$ cat src/rtl/fetch_pkg.sv
// fetch_pkg: shared types and defaults for the instruction-fetch stage.
//   fetch_state_t    : fetch FSM state encoding
//   DEFAULT_RESET_PC : PC loaded on reset
//   DEFAULT_PC_STEP  : PC increment per sequential instruction
package fetch_pkg;

    typedef enum logic [1:0] {
        ISSUE = 2'd0,
        WAIT  = 2'd1,
        HOLD  = 2'd2,
        DRAIN = 2'd3
    } fetch_state_t;

    localparam int unsigned DEFAULT_RESET_PC = 0;
    localparam int unsigned DEFAULT_PC_STEP  = 4;

endpackage

$ cat src/rtl/fetch_unit_ifid.sv
// ifid_reg: IF/ID pipeline register.
//   clk, rst_n       : clock, async active-low reset
//   clear            : drop contents to a bubble (highest priority)
//   hold             : keep current contents
//   load             : capture load_instr/load_pc as a valid entry
//   load_instr/pc    : word and its PC to capture
//   instr, pc, valid : register outputs to decode
// With none of clear/hold/load asserted the entry becomes a bubble.
module ifid_reg #(
    parameter int unsigned ADDR_W  = 32,
    parameter int unsigned INSTR_W = 32
) (
    input  logic               clk,
    input  logic               rst_n,
    input  logic               clear,
    input  logic               hold,
    input  logic               load,
    input  logic [INSTR_W-1:0] load_instr,
    input  logic [ADDR_W-1:0]  load_pc,
    output logic [INSTR_W-1:0] instr,
    output logic [ADDR_W-1:0]  pc,
    output logic               valid
);

    always_ff @(posedge clk or negedge rst_n) begin
        if (!rst_n) begin
            instr <= '0;
            pc    <= '0;
            valid <= 1'b0;
        end else if (clear) begin
            // instr/pc keep their old values; only valid matters downstream
            valid <= 1'b0;
        end else if (!hold) begin
            if (load) begin
                instr <= load_instr;
                pc    <= load_pc;
                valid <= 1'b1;
            end else begin
                valid <= 1'b0;
            end
        end
    end

endmodule

$ cat src/rtl/fetch_unit.sv
// fetch_unit: instruction-fetch stage with IF/ID register.
// Owns the PC, keeps at most one request outstanding to instruction memory,
// obeys stall/flush from the hazard unit and redirects on taken branches.
//   clk, rst_n                    : clock, async active-low reset
//   stall, flush_ifid             : hazard-unit controls
//   branchTakenFlag, branchTarget : redirect from EX
//   imem_req, imem_addr           : memory request (combinational)
//   imem_rdata, imem_valid        : memory response
//   instr_IFID, pc_IFID, valid_IFID : IF/ID contents presented to decode
//
// state | meaning
// ISSUE | no request outstanding, issue one for pc
// WAIT  | request for pc outstanding, response wanted
// HOLD  | response for pc parked in hold buffer while stalled
// DRAIN | request outstanding but redirected; discard its response
module fetch_unit
    import fetch_pkg::*;
#(
    parameter int unsigned       ADDR_W   = 32,
    parameter int unsigned       INSTR_W  = 32,
    parameter logic [ADDR_W-1:0] RESET_PC = ADDR_W'(DEFAULT_RESET_PC),
    parameter logic [ADDR_W-1:0] PC_STEP  = ADDR_W'(DEFAULT_PC_STEP)
) (
    input  logic               clk,
    input  logic               rst_n,
    input  logic               stall,
    input  logic               flush_ifid,
    input  logic               branchTakenFlag,
    input  logic [ADDR_W-1:0]  branchTarget,
    output logic               imem_req,
    output logic [ADDR_W-1:0]  imem_addr,
    input  logic [INSTR_W-1:0] imem_rdata,
    input  logic               imem_valid,
    output logic [INSTR_W-1:0] instr_IFID,
    output logic [ADDR_W-1:0]  pc_IFID,
    output logic               valid_IFID
);

    fetch_state_t       state, state_nx;
    logic [ADDR_W-1:0]  pc, pc_nx, pc_inc;
    logic [INSTR_W-1:0] hold_buf, hold_buf_nx;
    logic               req_int;
    logic [ADDR_W-1:0]  addr_int;
    logic               ifid_load;
    logic [INSTR_W-1:0] ifid_instr;
    logic               redirect;

    assign redirect = branchTakenFlag;
    assign pc_inc   = pc + PC_STEP;

    always_ff @(posedge clk or negedge rst_n) begin
        if (!rst_n) begin
            state    <= ISSUE;
            pc       <= RESET_PC;
            hold_buf <= '0;
        end else begin
            state    <= state_nx;
            pc       <= pc_nx;
            hold_buf <= hold_buf_nx;
        end
    end

    always_comb begin
        state_nx    = state;
        pc_nx       = pc;
        hold_buf_nx = hold_buf;
        req_int     = 1'b0;
        addr_int    = pc;
        ifid_load   = 1'b0;
        ifid_instr  = imem_rdata;

        case (state)
            ISSUE: begin
                if (redirect) begin
                    pc_nx = branchTarget;
                end else begin
                    req_int  = 1'b1;
                    state_nx = WAIT;
                end
            end
            WAIT: begin
                if (imem_valid) begin
                    if (redirect) begin
                        pc_nx    = branchTarget;
                        state_nx = ISSUE;
                    end else if (stall) begin
                        hold_buf_nx = imem_rdata;
                        state_nx    = HOLD;
                    end else begin
                        // deliver and immediately issue the next sequential fetch
                        ifid_load = 1'b1;
                        pc_nx     = pc_inc;
                        req_int   = 1'b1;
                        addr_int  = pc_inc;
                    end
                end else if (redirect) begin
                    pc_nx    = branchTarget;
                    state_nx = DRAIN;
                end
            end
            HOLD: begin
                if (redirect) begin
                    pc_nx    = branchTarget;
                    state_nx = ISSUE;
                end else if (!stall) begin
                    ifid_load  = 1'b1;
                    ifid_instr = hold_buf;
                    pc_nx      = pc_inc;
                    req_int    = 1'b1;
                    addr_int   = pc_inc;
                    state_nx   = WAIT;
                end
            end
            DRAIN: begin
                if (redirect) begin
                    pc_nx = branchTarget;
                end
                if (imem_valid) begin
                    state_nx = ISSUE;
                end
            end
            default: state_nx = ISSUE;
        endcase
    end

    // keep the request strobe quiet while reset is held
    assign imem_req  = req_int & rst_n;
    assign imem_addr = addr_int;

    ifid_reg #(
        .ADDR_W (ADDR_W),
        .INSTR_W(INSTR_W)
    ) u_ifid (
        .clk       (clk),
        .rst_n     (rst_n),
        .clear     (branchTakenFlag | flush_ifid),
        .hold      (stall),
        .load      (ifid_load),
        .load_instr(ifid_instr),
        .load_pc   (pc),
        .instr     (instr_IFID),
        .pc        (pc_IFID),
        .valid     (valid_IFID)
    );

endmodule

$ cat config.mk
export PLATFORM = sky130hd
export DESIGN_NAME = fetch_unit
export DESIGN_NICKNAME = d
export VERILOG_FILES = /design/src/rtl/fetch_pkg.sv /design/src/rtl/fetch_unit_ifid.sv /design/src/rtl/fetch_unit.sv
export SDC_FILE = /design/constraint.sdc
export NUM_CORES = 1
export LEC_CHECK = 0
export ABC_AREA = 1
export BUFFER_PORTS_ARGS = -buffer_cell sky130_fd_sc_hd__buf_4
export CAP_MARGIN = 10
export CORE_UTILIZATION = 30
export DETAILED_ROUTE_END_ITERATION = 12
export SLEW_MARGIN = 10
export SYNTH_ARGS = -nofsm -noshare
export SYNTH_HDL_FRONTEND = slang
export SYNTH_SLANG_ARGS = --single-unit
$ cat constraint.sdc
create_clock -name clk -period 1.6 [get_ports clk]
set_input_delay 0.16 -clock clk [delete_from_list [all_inputs] [get_ports clk]]
set_output_delay 0.16 -clock clk [all_outputs]
set_load 0.05 [all_outputs]
Yosys cells after proc, flatten, opt, wreduce, memory -nomap -nowiden --
Index checks and enable logic that the tools add are counted.
Storage, ports and cells: output and inout bits 98, bits of input ports 70, register bits after elaboration 131, logic and storage cells 54
Cells by class: bitwise logic cells 5, eq/ne operators 9, reduce and logical (&&, ||, !) cells 5, mux-type cells 28, add/subtract/negate cells 1
Operators with widths (number):
- 32-bit two-way mux | 8
- 32-bit case mux with 3 select lines | 1
- 32-bit case mux with 2 select lines | 1
- 32-bit by 3-bit adder with 32-bit output (second input constant) | 1
- 2-bit two-way mux | 8
- 3-bit inequality test (second input constant) | 3
- 2-bit case mux with 4 select lines | 1
- 1-bit two-way mux | 7
- 5-bit AND reduction | 1
- 2-bit equality test (second input constant) | 2
- 2-bit inequality test (second input constant) | 2
- 4-bit AND reduction | 1
- 1-bit inverter | 3
- 1-bit case mux with 3 select lines | 1
- 3-bit AND reduction | 1
- 2-bit by 1-bit equality test with 1-bit output (second input constant) | 1
- 2-bit zero test | 1
- 2-bit by 1-bit inequality test with 1-bit output (second input constant) | 1
- 1-bit case mux with 2 select lines | 1
- 2-bit OR reduction | 1
- 1-bit AND | 1
- 1-bit OR | 1

Depth between registers and ports, before layout --
word-level depth 7, mapped depth 14, depth with buffers taken out 12

By module --
From an unflattened synthesis, not the netlist that was laid out.
Second synthesis, totals: cells, all modules 1148, area, all modules 8072.7 µm²
By module, submodules not included:
- fetch_unit | cells each 866, times used 1, sequential area each 1651.6 µm², area each 5445.2 µm²
- ifid_reg | cells each 282, times used 1, sequential area each 1626.6 µm², area each 2627.5 µm²

Least setup slack after synthesis --
OpenSTA, ideal clock, no wires.
path type register -> output, start point register state[1], end point output port imem_req, path slack -0.881 ns, data required time 1.440 ns, data arrival time 2.321 ns, stages on the path, launching flop included 11, buffers on the path 0, cell sequence dfrtp_1 -> inv_1 -> ha_1 -> nand2_1 -> inv_2 -> nor2_4 -> clkinv_2 -> nand2_2 -> inv_4 -> a21oi_1 -> nor3b_1
On the way: cells in the longest elaborated chain, start to end 3
Ends and longest elaborated chain:
- start, declared | line fetch_unit.sv:39 | fetch_state_t state, state_nx;
- start signal, assigned | line fetch_unit.sv:57 | state <= state_nx;
- 2-bit equality test, or another cell as far along | line fetch_unit.sv:72 | case (state)
- 1-bit case mux with 3 select lines (*) | line fetch_unit.sv:72
- 1-bit AND (*) | line fetch_unit.sv:127 | assign imem_req = req_int & rst_n;
- end, declared | line fetch_unit.sv:30 | output logic imem_req,
Mark *: on every way between the ends. The rest lies on a longest branch, timed or not.

Final worst setup path --
start point register state[0], end point output port imem_addr[31]
On the way: cells in the longest elaborated chain, start to end 2
Ends and longest elaborated chain:
- 2-bit equality test or 2-bit by 1-bit equality test with 1-bit output (tied branches) | line fetch_unit.sv:72
- 32-bit case mux with 2 select lines (*) | line fetch_unit.sv:72
- end, declared | line fetch_unit.sv:31 | output logic [ADDR_W-1:0] imem_addr,
Marked as above.

==> run metrics <==
final setup margin -0.719 ns; dominant synthesized flop cell dfrtp_1; diode count 0; I/O Pins roughly 170; Worst Setup SP state[0]; total CTS buffers 17; Tcrit/Tclk final 145%; post-route ant nets 0; Fmax achieved ~0.43 GHz; WL met1 12700 µm; status finished with violations; CTS tree done; Syn Inst Count between 900 and 1000; Remaining Overflow, GRT 0; Die Height ~160 µm; Horiz. Die Dim between 150 and 200 µm; Adder-Cell Fraction of Synth Area approximately 1.2%; Clock Skews between 0.01 and 0.015 ns; Final Total Pwr between 20 and 30 mW; Port Buf Inserts between 150 and 200; Hold Crit Class input port to register; Compound-Gate Fraction of Synth Area roughly an eighth; Max-slew headroom about three fifths; vias in the first global route ~8000; xor/xnor share of the synthesized area 0%; failing checks negative setup slack; worst-margin pin slew 0.628 ns; RR Startpoint state[0]; final slew viol count 0; Layout area overhead 85.5%; sequential-to-total area share from yosys stat ~45%; Max VDD drop ~1.2 mV; fin cells 1666; post-synthesis mux area share under 10%; CTS sink cnt 131; met3 WL roughly 1500 µm; largest family of logic cells by synthesized area simple AND/OR/NAND/NOR gates; DP HPWL between 15000 and 20000 µm; routed wl met2 ~14000 µm; layout cells sized above 1 50.9%; pwr dens approximately 2100 nW/µm²; WL final 29300 µm; Place WS -0.319 ns; Clock Pin Slew Worst Setup and Hold Paths 0.07 ns; DRC viols 0; nets around 1400; H-tree levels 4; clk buf depth 2; # placed instances 1534; final core utilization a little under three fifths; Initial Util 31.0%; Row Count 56; post-DR vias/cell about 5.0; first drt pass iteration count 7; Worst Setup Start Kind register; Crit Path Category register to primary output; Tot GR Track Use ~22%; number of max-cap violations 0; Clock Latency Late Sink around 0.43 ns; die area roughly 25000 µm²; Lkg Pwr roughly 6.5 nW; critical path arrival 2.16 ns; FF+latch count, synth 131; detailed-route wire length per cell 17.6 µm; GPL Wtd Cong roughly 0.89; initial antenna violation count 0; core area between 20000 and 25000 µm²; Yosys warning count 0; Avg Cell Area, Syn 7.57 µm²; EDFF count, synth 0; Crit path required time ~1.4 ns; via count between 8000 and 9000; post-synthesis simple-gate area fraction between 20 and 30%; Fin. Hold Viols 0; post-synth cell types between 40 and 50; RSZ-0062 raised after global routing yes; Tmin final between 2 and 2.5 ns; worst hold start branchTarget[8]; CP max FO 6; first-pass GRT wire length ~43000 µm; Fillers 1969; Final setup viols between 150 and 200; Synth Cell Area between 7000 and 8000 µm²; CTS root buffer clkbuf_16; async set-reset flop share out of synthesis 100%; crit end category primary output; syn_nets approximately 1100; pin count of the biggest net entering global routing 84; drt initial violations 598; top sig layer met4
routing by layer:
layer	vias up	GRT usage (%)
met5	-	0
li1	3918	-
met2	298	37.1
met1	4054	30.1
met4	0	7.55
met3	57	3.05
final timing paths:
| kind | cells after the start | slack [ns] | to |
|---|---|---|---|
| max reg2reg | 15 | -0.42 | u_ifid.instr[19] |
| max in group asynchronous | 3 | 0.66 | pc[18] |
| min in group asynchronous | 2 | 0.09 | u_ifid.pc[6] |
| min reg2reg | 2 | 0.49 | u_ifid.pc[16] |
| min | 3 | 0.02 | pc[8] |
| max | 10 | -0.72 | imem_addr[31] |
cell families (layout without fill, tap and decap cells):
family          count (synthesis)  after routing
fa+ha+maj                       7              7
mux                            32             32
compound gates                164            164
simple gates                  528            528
buf+inv                       111            485
flops                         131            131
per-stage QoR:
step / instance area (µm²) / setup TNS, ns / hold slack, ns
6_report: 13700 / -49.66 / 0.0217
5_1_grt: 13700 / -63.60 / 0.0195
4_1_cts: 12800 / -49.10 / 0.0192
3_5_place_dp: 10300 / -18.65 / -0.0300
3_3_place_gp: 10300 / -17.75 / -0.0309
2_1_floorplan: 7790 / -8.62 / -0.136
cell type report:
class	count	area [µm²]	share of cell area, %
Tap cell	319	399	2.92
Timing Repair Buffer	390	4070	29.8
Inverter	62	294	2.15
Clock inverter	15	179	1.31
Timing Repair inverter	1	11.3	0.0824
Multi-Input combinational cell	731	5000	36.6
Sequential cell	131	3280	24.0
Clock buffer	17	425	3.11
layout by cell type (no fill, tap or decap), types with 6 or more instances in the layout:
cell type	netlist	layout
nand2_1	367	280
buf_4	6	247
dfrtp_1	131	127
nand2_2	2	50
inv_1	57	48
nor2_4	6	44
dlygate4sd3_1	0	40
nand2_4	0	38
buf_6	2	36
o21ai_0	92	35
o21ai_2	0	34
nand3_1	55	34
buf_12	0	29
mux2_4	0	26
nor2_1	72	23
clkbuf_16	0	23
a31oi_1	26	22
nor2_2	9	20
o21ai_1	4	20
nand3_2	1	20
buf_16	0	16
buf_8	2	16
a21oi_1	19	10
a21oi_2	0	7
o21ai_4	0	7
a31oi_2	6	7
inv_2	1	6
inv_6	0	6
nand4_1	6	6
mux2_2	29	6
inv_8	0	6
state kept, by name (all words and copies together) (netlist names):
name	flops
hold_buf	32
pc	32
state	2
u_ifid.instr	32
u_ifid.pc	32
u_ifid.valid	1
synthesized netlist by cell type, types with 2 or more instances:
cell / n / share of area, %
nand2_1: 367 / 19
dfrtp_1: 131 / 45
o21ai_0: 92 / 6.3
nor2_1: 72 / 3.7
inv_1: 57 / 2.9
nand3_1: 55 / 3.7
mux2_2: 29 / 4.4
a31oi_1: 26 / 2.2
clkbuf_1: 20 / 1.0
a21oi_1: 19 / 1.3
buf_2: 16 / 1.1
nor2_2: 9 / 0.76
ha_1: 7 / 1.2
o22ai_1: 7 / 0.59
a31oi_2: 6 / 1.0
buf_4: 6 / 0.61
nand4_1: 6 / 0.51
nor2_4: 6 / 0.92
o21ai_1: 4 / 0.27
mux2_1: 3 / 0.46
nor3_1: 3 / 0.20
o21a_1: 3 / 0.31
a21o_1: 2 / 0.20
a22oi_1: 2 / 0.20
and2_1: 2 / 0.17
buf_1: 2 / 0.10
buf_6: 2 / 0.31
buf_8: 2 / 0.41
inv_4: 2 / 0.17
nand2_2: 2 / 0.17
repair_timing:
item | 4_1_cts | 5_1_grt
endpoints found under the hold margin | 182 | 0
gates resized for setup | 227 | 207
hold buffers | 40 | 0
gates cloned | 19 | 7
pin swaps | 27 | 59
setup endpoints to repair | 156 | 159
buffers inserted | 26 | 18
critical path, stage by stage (launching register included):
cell and delay, ns:
dfrtp_2 0.42, inv_2 0.08, ha_4 0.30, inv_6 0.05, nor2_4 0.18, buf_12 0.14, buf_12 0.10, buf_16 0.13
nand2_1 0.09, nand2_4 0.09, buf_8 0.14
where the power goes:
group / total, mW / internal, mW / switching (mW)
Sequential: 6.02 / 4.75 / 1.27
Clock: 4.08 / 2.25 / 1.84
Combinational: 19.1 / 8.05 / 11.1
Total: 29.2 / 15.0 / 14.2
No activity file was read; power rests on OpenSTA's default activity.
